`src/rtl/regfile_wb_arbiter_if.sv`:
```
// Writeback bus between the two writeback sources, decode and the
// regfile_wb_arbiter. The slave modport is the arbiter's view; the master
// modport is the view of the surrounding pipeline (requesters, decode, regfile).
interface regfile_wb_arbiter_if;
  // ALU (single-cycle) writeback channel
  logic        a_valid;
  logic [4:0]  a_addr;
  logic [31:0] a_data;
  logic        a_ready;
  // Long-latency writeback channel
  logic        b_valid;
  logic [4:0]  b_addr;
  logic [31:0] b_data;
  logic        b_ready;
  // Long-latency issue from decode
  logic        issue_valid;
  logic [4:0]  issue_addr;
  logic        issue_ready;
  // Decode hazard lookup
  logic [4:0]  read_addr1;
  logic [4:0]  read_addr2;
  logic        hazard1;
  logic        hazard2;
  // Registered regfile write port
  logic        regfile_wren;
  logic [4:0]  write_addr3;
  logic [31:0] regfile_data_in3;

  modport slave (
    input  a_valid, a_addr, a_data,
    output a_ready,
    input  b_valid, b_addr, b_data,
    output b_ready,
    input  issue_valid, issue_addr,
    output issue_ready,
    input  read_addr1, read_addr2,
    output hazard1, hazard2,
    output regfile_wren, write_addr3, regfile_data_in3
  );

  modport master (
    output a_valid, a_addr, a_data,
    input  a_ready,
    output b_valid, b_addr, b_data,
    input  b_ready,
    output issue_valid, issue_addr,
    input  issue_ready,
    output read_addr1, read_addr2,
    input  hazard1, hazard2,
    input  regfile_wren, write_addr3, regfile_data_in3
  );
endinterface

```
`src/rtl/regfile_wb_arbiter.sv`:
```
// Writeback arbiter and pending-write scoreboard for the 32x32 regfile's
// single write port. Source A (ALU) and source B (long latency) compete for
// one registered write per cycle; a 32-bit busy vector tracks registers with
// an outstanding B result so decode can stall on RAW hazards.
//
// Build option: define WB_ARB_RR_EN for round-robin arbitration on conflict
// (the first conflict after reset goes to A). Without it, A always wins a
// conflict and no pointer flop exists.
module regfile_wb_arbiter (
  input  logic                  clk,
  input  logic                  rst,
  regfile_wb_arbiter_if.slave   wb_io
);

  // Grant / accept strobes for the current cycle
  logic        a_gnt_s;
  logic        b_gnt_s;
  logic        issue_acc_s;

  // Registered write stage
  logic        wren_q,  wren_d;
  logic [4:0]  waddr_q, waddr_d;
  logic [31:0] wdata_q, wdata_d;
  logic        src_b_q, src_b_d;

  // Scoreboard
  logic [31:0] busy_q, busy_d;
  logic [31:0] clr_mask_s;
  logic [31:0] set_mask_s;

`ifdef WB_ARB_RR_EN
  // 1 = B was granted most recently (also the reset value, so A wins first)
  logic        last_b_q, last_b_d;
`endif

  // Arbitrate between A and B; at most one grant per cycle
  always_comb begin
    a_gnt_s = 1'b0;
    b_gnt_s = 1'b0;
    case ({wb_io.a_valid, wb_io.b_valid})
      2'b10: a_gnt_s = 1'b1;
      2'b01: b_gnt_s = 1'b1;
      2'b11: begin
`ifdef WB_ARB_RR_EN
        if (last_b_q) begin
          a_gnt_s = 1'b1;
        end else begin
          b_gnt_s = 1'b1;
        end
`else
        a_gnt_s = 1'b1;
`endif
      end
      default: begin
        a_gnt_s = 1'b0;
        b_gnt_s = 1'b0;
      end
    endcase
  end

`ifdef WB_ARB_RR_EN
  // Round-robin pointer next state: moves only when something is granted
  always_comb begin
    last_b_d = last_b_q;
    if (b_gnt_s) begin
      last_b_d = 1'b1;
    end else if (a_gnt_s) begin
      last_b_d = 1'b0;
    end else begin
      last_b_d = last_b_q;
    end
  end

  // Round-robin pointer register
  always_ff @(posedge clk or posedge rst) begin
    if (rst) begin
      last_b_q <= 1'b1;
    end else begin
      last_b_q <= last_b_d;
    end
  end
`endif

  // Write-stage next state: capture the granted request; x0 is consumed silently
  always_comb begin
    wren_d  = 1'b0;
    waddr_d = waddr_q;
    wdata_d = wdata_q;
    src_b_d = 1'b0;
    if (a_gnt_s) begin
      if (wb_io.a_addr != 5'd0) begin
        wren_d  = 1'b1;
        waddr_d = wb_io.a_addr;
        wdata_d = wb_io.a_data;
      end else begin
        wren_d  = 1'b0;
      end
      src_b_d = 1'b0;
    end else if (b_gnt_s) begin
      if (wb_io.b_addr != 5'd0) begin
        wren_d  = 1'b1;
        waddr_d = wb_io.b_addr;
        wdata_d = wb_io.b_data;
      end else begin
        wren_d  = 1'b0;
      end
      src_b_d = 1'b1;
    end else begin
      wren_d  = 1'b0;
      src_b_d = 1'b0;
    end
  end

  // Write-stage registers driving the regfile port
  always_ff @(posedge clk or posedge rst) begin
    if (rst) begin
      wren_q  <= 1'b0;
      waddr_q <= 5'd0;
      wdata_q <= 32'd0;
      src_b_q <= 1'b0;
    end else begin
      wren_q  <= wren_d;
      waddr_q <= waddr_d;
      wdata_q <= wdata_d;
      src_b_q <= src_b_d;
    end
  end

  // Scoreboard next state: clear on a committed B write, set on issue (set wins)
  always_comb begin
    issue_acc_s = wb_io.issue_valid & ~busy_q[wb_io.issue_addr];
    if (wren_q && src_b_q) begin
      clr_mask_s = 32'd1 << waddr_q;
    end else begin
      clr_mask_s = 32'd0;
    end
    if (issue_acc_s) begin
      set_mask_s = 32'd1 << wb_io.issue_addr;
    end else begin
      set_mask_s = 32'd0;
    end
    busy_d = ((busy_q & ~clr_mask_s) | set_mask_s) & 32'hFFFF_FFFE;
  end

  // Scoreboard register
  always_ff @(posedge clk or posedge rst) begin
    if (rst) begin
      busy_q <= 32'd0;
    end else begin
      busy_q <= busy_d;
    end
  end

  // Handshake and hazard outputs are combinational lookups; bit 0 is never busy
  assign wb_io.a_ready          = a_gnt_s;
  assign wb_io.b_ready          = b_gnt_s;
  assign wb_io.issue_ready      = ~busy_q[wb_io.issue_addr];
  assign wb_io.hazard1          = busy_q[wb_io.read_addr1];
  assign wb_io.hazard2          = busy_q[wb_io.read_addr2];
  assign wb_io.regfile_wren     = wren_q;
  assign wb_io.write_addr3      = waddr_q;
  assign wb_io.regfile_data_in3 = wdata_q;

endmodule

```
`src/flat_wrapper.sv`:
```
// flat-port wrapper written by rule: the top's interface ports become plain ports
module regfile_wb_arbiter_flat 
  (clk, rst, wb_io_a_valid, wb_io_a_addr, wb_io_a_data, wb_io_a_ready, wb_io_b_valid, wb_io_b_addr, wb_io_b_data, wb_io_b_ready, wb_io_issue_valid, wb_io_issue_addr, wb_io_issue_ready, wb_io_read_addr1, wb_io_read_addr2, wb_io_hazard1, wb_io_hazard2, wb_io_regfile_wren, wb_io_write_addr3, wb_io_regfile_data_in3);
  regfile_wb_arbiter_if wb_io_i ();
  input  logic clk;
  input  logic rst;
  input wire logic [$bits(wb_io_i.a_valid)-1:0] wb_io_a_valid;
  input wire logic [$bits(wb_io_i.a_addr)-1:0] wb_io_a_addr;
  input wire logic [$bits(wb_io_i.a_data)-1:0] wb_io_a_data;
  output wire logic [$bits(wb_io_i.a_ready)-1:0] wb_io_a_ready;
  input wire logic [$bits(wb_io_i.b_valid)-1:0] wb_io_b_valid;
  input wire logic [$bits(wb_io_i.b_addr)-1:0] wb_io_b_addr;
  input wire logic [$bits(wb_io_i.b_data)-1:0] wb_io_b_data;
  output wire logic [$bits(wb_io_i.b_ready)-1:0] wb_io_b_ready;
  input wire logic [$bits(wb_io_i.issue_valid)-1:0] wb_io_issue_valid;
  input wire logic [$bits(wb_io_i.issue_addr)-1:0] wb_io_issue_addr;
  output wire logic [$bits(wb_io_i.issue_ready)-1:0] wb_io_issue_ready;
  input wire logic [$bits(wb_io_i.read_addr1)-1:0] wb_io_read_addr1;
  input wire logic [$bits(wb_io_i.read_addr2)-1:0] wb_io_read_addr2;
  output wire logic [$bits(wb_io_i.hazard1)-1:0] wb_io_hazard1;
  output wire logic [$bits(wb_io_i.hazard2)-1:0] wb_io_hazard2;
  output wire logic [$bits(wb_io_i.regfile_wren)-1:0] wb_io_regfile_wren;
  output wire logic [$bits(wb_io_i.write_addr3)-1:0] wb_io_write_addr3;
  output wire logic [$bits(wb_io_i.regfile_data_in3)-1:0] wb_io_regfile_data_in3;
  assign wb_io_i.a_valid = wb_io_a_valid;
  assign wb_io_i.a_addr = wb_io_a_addr;
  assign wb_io_i.a_data = wb_io_a_data;
  assign wb_io_a_ready = wb_io_i.a_ready;
  assign wb_io_i.b_valid = wb_io_b_valid;
  assign wb_io_i.b_addr = wb_io_b_addr;
  assign wb_io_i.b_data = wb_io_b_data;
  assign wb_io_b_ready = wb_io_i.b_ready;
  assign wb_io_i.issue_valid = wb_io_issue_valid;
  assign wb_io_i.issue_addr = wb_io_issue_addr;
  assign wb_io_issue_ready = wb_io_i.issue_ready;
  assign wb_io_i.read_addr1 = wb_io_read_addr1;
  assign wb_io_i.read_addr2 = wb_io_read_addr2;
  assign wb_io_hazard1 = wb_io_i.hazard1;
  assign wb_io_hazard2 = wb_io_i.hazard2;
  assign wb_io_regfile_wren = wb_io_i.regfile_wren;
  assign wb_io_write_addr3 = wb_io_i.write_addr3;
  assign wb_io_regfile_data_in3 = wb_io_i.regfile_data_in3;
  regfile_wb_arbiter u_core (.clk(clk), .rst(rst), .wb_io(wb_io_i));
endmodule
```
`config.mk`:
```
export PLATFORM = sky130hd
export DESIGN_NAME = regfile_wb_arbiter_flat
export DESIGN_NICKNAME = d
export VERILOG_FILES = /design/src/rtl/regfile_wb_arbiter_if.sv /design/src/rtl/regfile_wb_arbiter.sv /design/src/flat_wrapper.sv
export SDC_FILE = /design/constraint.sdc
export NUM_CORES = 1
export LEC_CHECK = 0
export ABC_AREA = 1
export CORE_UTILIZATION = 45
export CTS_BUF_LIST = sky130_fd_sc_hd__clkbuf_8 sky130_fd_sc_hd__clkbuf_16
export DETAILED_ROUTE_END_ITERATION = 10
export PLACE_DENSITY = 0.81
export SLEW_MARGIN = 20
export SYNTH_ARGS = -nofsm -noshare
export SYNTH_HDL_FRONTEND = slang
export SYNTH_SLANG_ARGS = --single-unit
```
`constraint.sdc`:
```
create_clock -name clk -period 4.15 [get_ports clk]
set_input_delay 1.245 -clock clk [delete_from_list [all_inputs] [get_ports clk]]
set_output_delay 1.245 -clock clk [all_outputs]
set_load 0.01 [all_outputs]
```
==> flow_results.xml <==
<?xml version="1.0" encoding="UTF-8"?>
<metrics>
  <group name="placed_design">
    <metric name="detailedPlace.worstSlack" unit="ps">-190.6</metric>
    <metric name="routability_congestion_estimate" unit="">0.9958</metric>
    <metric name="post_dp_cell_area" unit="sq mm">0.005943</metric>
    <metric name="portBuffers" unit="">136</metric>
    <metric name="post-dp-hpwl" unit="mm">10.96</metric>
  </group>
  <group name="pwr">
    <metric name="power_density" unit="mW/mm^2">382.2</metric>
    <metric name="fin_total_pwr" unit="mW">2.361</metric>
    <metric name="power.ir.vdd_worst" unit="mV">0.2174</metric>
    <metric name="power.static_leakage" unit="nW">2.699</metric>
  </group>
  <group name="detailed_routing">
    <metric name="routedLengthMet1" unit="mm">5.770</metric>
    <metric name="drt_drc_violations_left" unit="">0</metric>
    <metric name="highest_layer" unit="">met4</metric>
    <metric name="vias_per_cell" unit="">5.572</metric>
    <metric name="detailed_route_wire_length_per_cell" unit="um">16.75</metric>
    <metric name="route.vias.total" unit="">4926</metric>
    <metric name="total_met3_wirelength_after_detailed_routing" unit="mm">1.563</metric>
    <metric name="met2WireLength" unit="mm">6.870</metric>
    <metric name="drt_first_iter_violations" unit="">575</metric>
    <metric name="drt_first_pass_iters" unit="">6</metric>
    <metric name="totalWireLength" unit="mm">14.81</metric>
    <metric name="detail-route-antenna-nets" unit="">0</metric>
  </group>
  <group name="critical_path">
    <metric name="crit_fanout" unit="">7</metric>
    <metric name="cp-end-kind" unit="">output pin</metric>
    <metric name="worstSetupStartpointType" unit="">primary input</metric>
    <metric name="cp_data_arrival_time" unit="ps">2740</metric>
    <metric name="worst_path_required_time" unit="ps">2900</metric>
    <metric name="timing.setup.critical_path_class" unit="">in2out</metric>
  </group>
  <group name="sta">
    <metric name="finalHoldViolations" unit="">0</metric>
    <metric name="finalCritPeriodShare" unit="">0.9606</metric>
    <metric name="slew_violations" unit="">0</metric>
    <metric name="rsz0062_at_grt" unit="">false</metric>
    <metric name="worst_slew_pin_slew" unit="ps">887.2</metric>
    <metric name="maxClockFrequency" unit="GHz">0.2508</metric>
    <metric name="timing.max_slew.rel_slack" unit="">0.4077</metric>
    <metric name="setup-violations-final" unit="">0</metric>
    <metric name="finClkSkew" unit="ps">10.52</metric>
    <metric name="final.setup.worst_slack" unit="ps">163.5</metric>
    <metric name="fin_crit" unit="ps">3987</metric>
    <metric name="setup-tns-final" unit="ps">0</metric>
  </group>
  <group name="yosys">
    <metric name="synth_compound_area_frac" unit="">0.1596</metric>
    <metric name="post_synth_and_or_nand_nor_area_fraction" unit="">0.2905</metric>
    <metric name="synth_top_family_by_area" unit="">simple AND/OR/NAND/NOR gates</metric>
    <metric name="yosysMostFrequentCell" unit="">nand2_1</metric>
    <metric name="netlist_instances" unit="">615</metric>
    <metric name="synth_cell_types" unit="">25</metric>
    <metric name="synth-async-reset-ratio" unit="">1.000</metric>
    <metric name="syn_area_per_cell" unit="sq um">7.115</metric>
    <metric name="ys_seq_elements" unit="">70</metric>
    <metric name="synth_xor_xnor_area_share" unit="">0</metric>
    <metric name="synthTopCellsByCount" unit="">nand2_1 (136), nor2_1 (88), dfrtp_1 (70)</metric>
    <metric name="synth_area_leader_cell" unit="">dfrtp_1</metric>
    <metric name="yosysSeqAreaShare" unit="">0.4003</metric>
    <metric name="post_synthesis_mux_area_share" unit="">0.07578</metric>
    <metric name="postSynth.topFlopCell" unit="">dfrtp_1</metric>
    <metric name="synth_fa_ha_area_frac" unit="">0</metric>
    <metric name="yosys_top_cell_area_share" unit="">0.4003</metric>
    <metric name="mappedNetlistNets" unit="">709</metric>
    <metric name="synth.top_cells.by_area" unit="">dfrtp_1 (40%), nand2_1 (12%), nand3_1 (7.8%)</metric>
    <metric name="synth-edff-count" unit="">0</metric>
    <metric name="synthesis.area" unit="sq mm">0.004375</metric>
    <metric name="synthesis.yosys.warnings" unit="">0</metric>
  </group>
  <group name="floorplanning">
    <metric name="initial_cell_density_of_the_core" unit="">0.4691</metric>
    <metric name="core.rowCount" unit="">35</metric>
    <metric name="num_io_pins" unit="">137</metric>
    <metric name="core-area" unit="sq mm">0.009328</metric>
    <metric name="die_width" unit="um">100.6</metric>
    <metric name="die_h" unit="um">100.6</metric>
    <metric name="die_area" unit="sq mm">0.01012</metric>
  </group>
  <group name="final_layout">
    <metric name="ratio_of_cells_with_drive_above_1_in_the_final_layout" unit="">0.06887</metric>
    <metric name="synthToLayoutAreaGrowth" unit="%">41.18</metric>
    <metric name="finish.instance_area" unit="sq mm">0.006177</metric>
    <metric name="finish.utilization" unit="">0.6622</metric>
    <metric name="number_of_nets_in_the_layout" unit="">844</metric>
    <metric name="n_antenna_cell" unit="">0</metric>
  </group>
  <group name="global_routing">
    <metric name="grt_max_degree" unit="">44</metric>
    <metric name="grt_antenna_before_repair" unit="">0</metric>
    <metric name="globalRoute.totalOverflow" unit="">0</metric>
    <metric name="vias_in_the_first_global_route" unit="">4768</metric>
    <metric name="grt_pass1_wl" unit="mm">23.74</metric>
    <metric name="grt.total_usage" unit="">0.3064</metric>
  </group>
  <group name="job">
    <metric name="max-cap-violations" unit="">0</metric>
  </group>
  <group name="run_status">
    <metric name="outcome" unit="">finished, final reports clean</metric>
  </group>
  <group name="cts">
    <metric name="clk_pin_slew" unit="ps">70</metric>
    <metric name="cts_tree" unit="">built</metric>
    <metric name="worst_skew_pair.late_latency" unit="ps">350</metric>
    <metric name="cts_made_buffers" unit="">9</metric>
    <metric name="cts_root_buffer" unit="">clkbuf_8</metric>
    <metric name="clock_path_buffers" unit="">2</metric>
    <metric name="post-cts-setup-buffers" unit="">0</metric>
    <metric name="clock-sinks" unit="">70</metric>
    <metric name="htreeDepth" unit="">3</metric>
  </group>
  <group name="hold_path">
    <metric name="min-delay-path-class" unit="">reg2reg</metric>
  </group>
</metrics>
==> path summary, 6_finish.rpt <==
| path | from | end | slack [ps] | cells after the start |
|---|---|---|---|---|
| min | u_core.wb_io.regfile_data_in3[26] | u_core.wb_io.regfile_data_in3[26] | 530 | 2 |
| max in group asynchronous | rst | u_core.wb_io.write_addr3[1] | 2010 | 3 |
| max reg2reg | u_core.busy_q[6] | u_core.busy_q[17] | 2460 | 10 |
| max | wb_io_read_addr1[1] | wb_io_hazard1 | 160 | 11 |
| min reg2reg | u_core.wb_io.regfile_data_in3[26] | u_core.wb_io.regfile_data_in3[26] | 530 | 2 |
| min in group asynchronous | rst | u_core.busy_q[17] | 1390 | 2 |
==> layout make-up <==
cell class	instances	area [sq um]
inverters	36	135.1
well taps	129	161.4
clock inverters	7	112.6
fillers	760	3151
multi-input cells	470	2306
clock buffers	9	123.9
repair buffers	163	1587
flip-flops and latches	70	1752
==> state kept, by name (all words and copies together) (netlist names) <==
signal / flops
u_core.busy_q: 31
u_core.src_b_q: 1
u_core.wb_io.regfile_data_in3: 32
u_core.wb_io.regfile_wren: 1
u_core.wb_io.write_addr3: 5
==> metrics by stage <==
stage	std cells	hold WS [ps]
6_report	884	525.3
5_1_grt	884	557.1
4_1_cts	884	528.0
3_5_place_dp	867	509.1
3_3_place_gp	867	486.7
2_1_floorplan	615	469.5
==> timing repair <==
action / 4_1_cts / 5_1_grt
cloned: 1 / 0
endpoints found under the setup margin: 3 / 2
pin swaps: 0 / 2
hold buffers: 0 / 0
gates resized for setup: 9 / 3
==> cell families after synthesis <==
logic type | after synthesis
AO/OA/AOI/OAI | 129
buffers and inverters | 75
multiplexers | 33
AND/OR/NAND/NOR | 308
flip-flops | 70
==> routing by layer <==
| metal | track usage | up-vias |
|---|---|---|
| met1 | 0.3870 | 2238 |
| met3 | 0.06935 | 51 |
| li1 | - | 2332 |
| met2 | 0.4974 | 305 |
| met4 | 0.1494 | 0 |
| met5 | 0 | - |
==> layout by cell type, fill, tap and decap left out, types with 4 or more instances in the layout <==
cell type	count
nand3_1	67
clkbuf_8	9
buf_4	21
nor3_1	8
o211ai_1	4
dlygate4sd2_1	4
o21ai_0	63
nor2_1	88
dfrtp_1	70
a21oi_1	46
inv_1	30
o31ai_1	8
inv_2	4
nand2_1	136
clkdlybuf4s50_1	128
mux2i_1	32
nor4_1	5
o221ai_1	6
==> worst max-delay path: stages <==
cell	delay [ps]
clkdlybuf4s50_1	480
buf_4	150
o21ai_0	90
nor2_1	140
a21oi_1	60
a21oi_1	140
nand2_1	60
nand2_1	60
nand2_1	50
nand2_1	50
clkdlybuf4s15_1	230
==> power by group <==
group / switching, mW / internal, mW / leakage [nW]
Clock: 0.273 / 0.397 / 0.125
Sequential: 0.181 / 0.815 / 0.754
Combinational: 0.367 / 0.327 / 1.82
(Power assumes the default switching activity.)
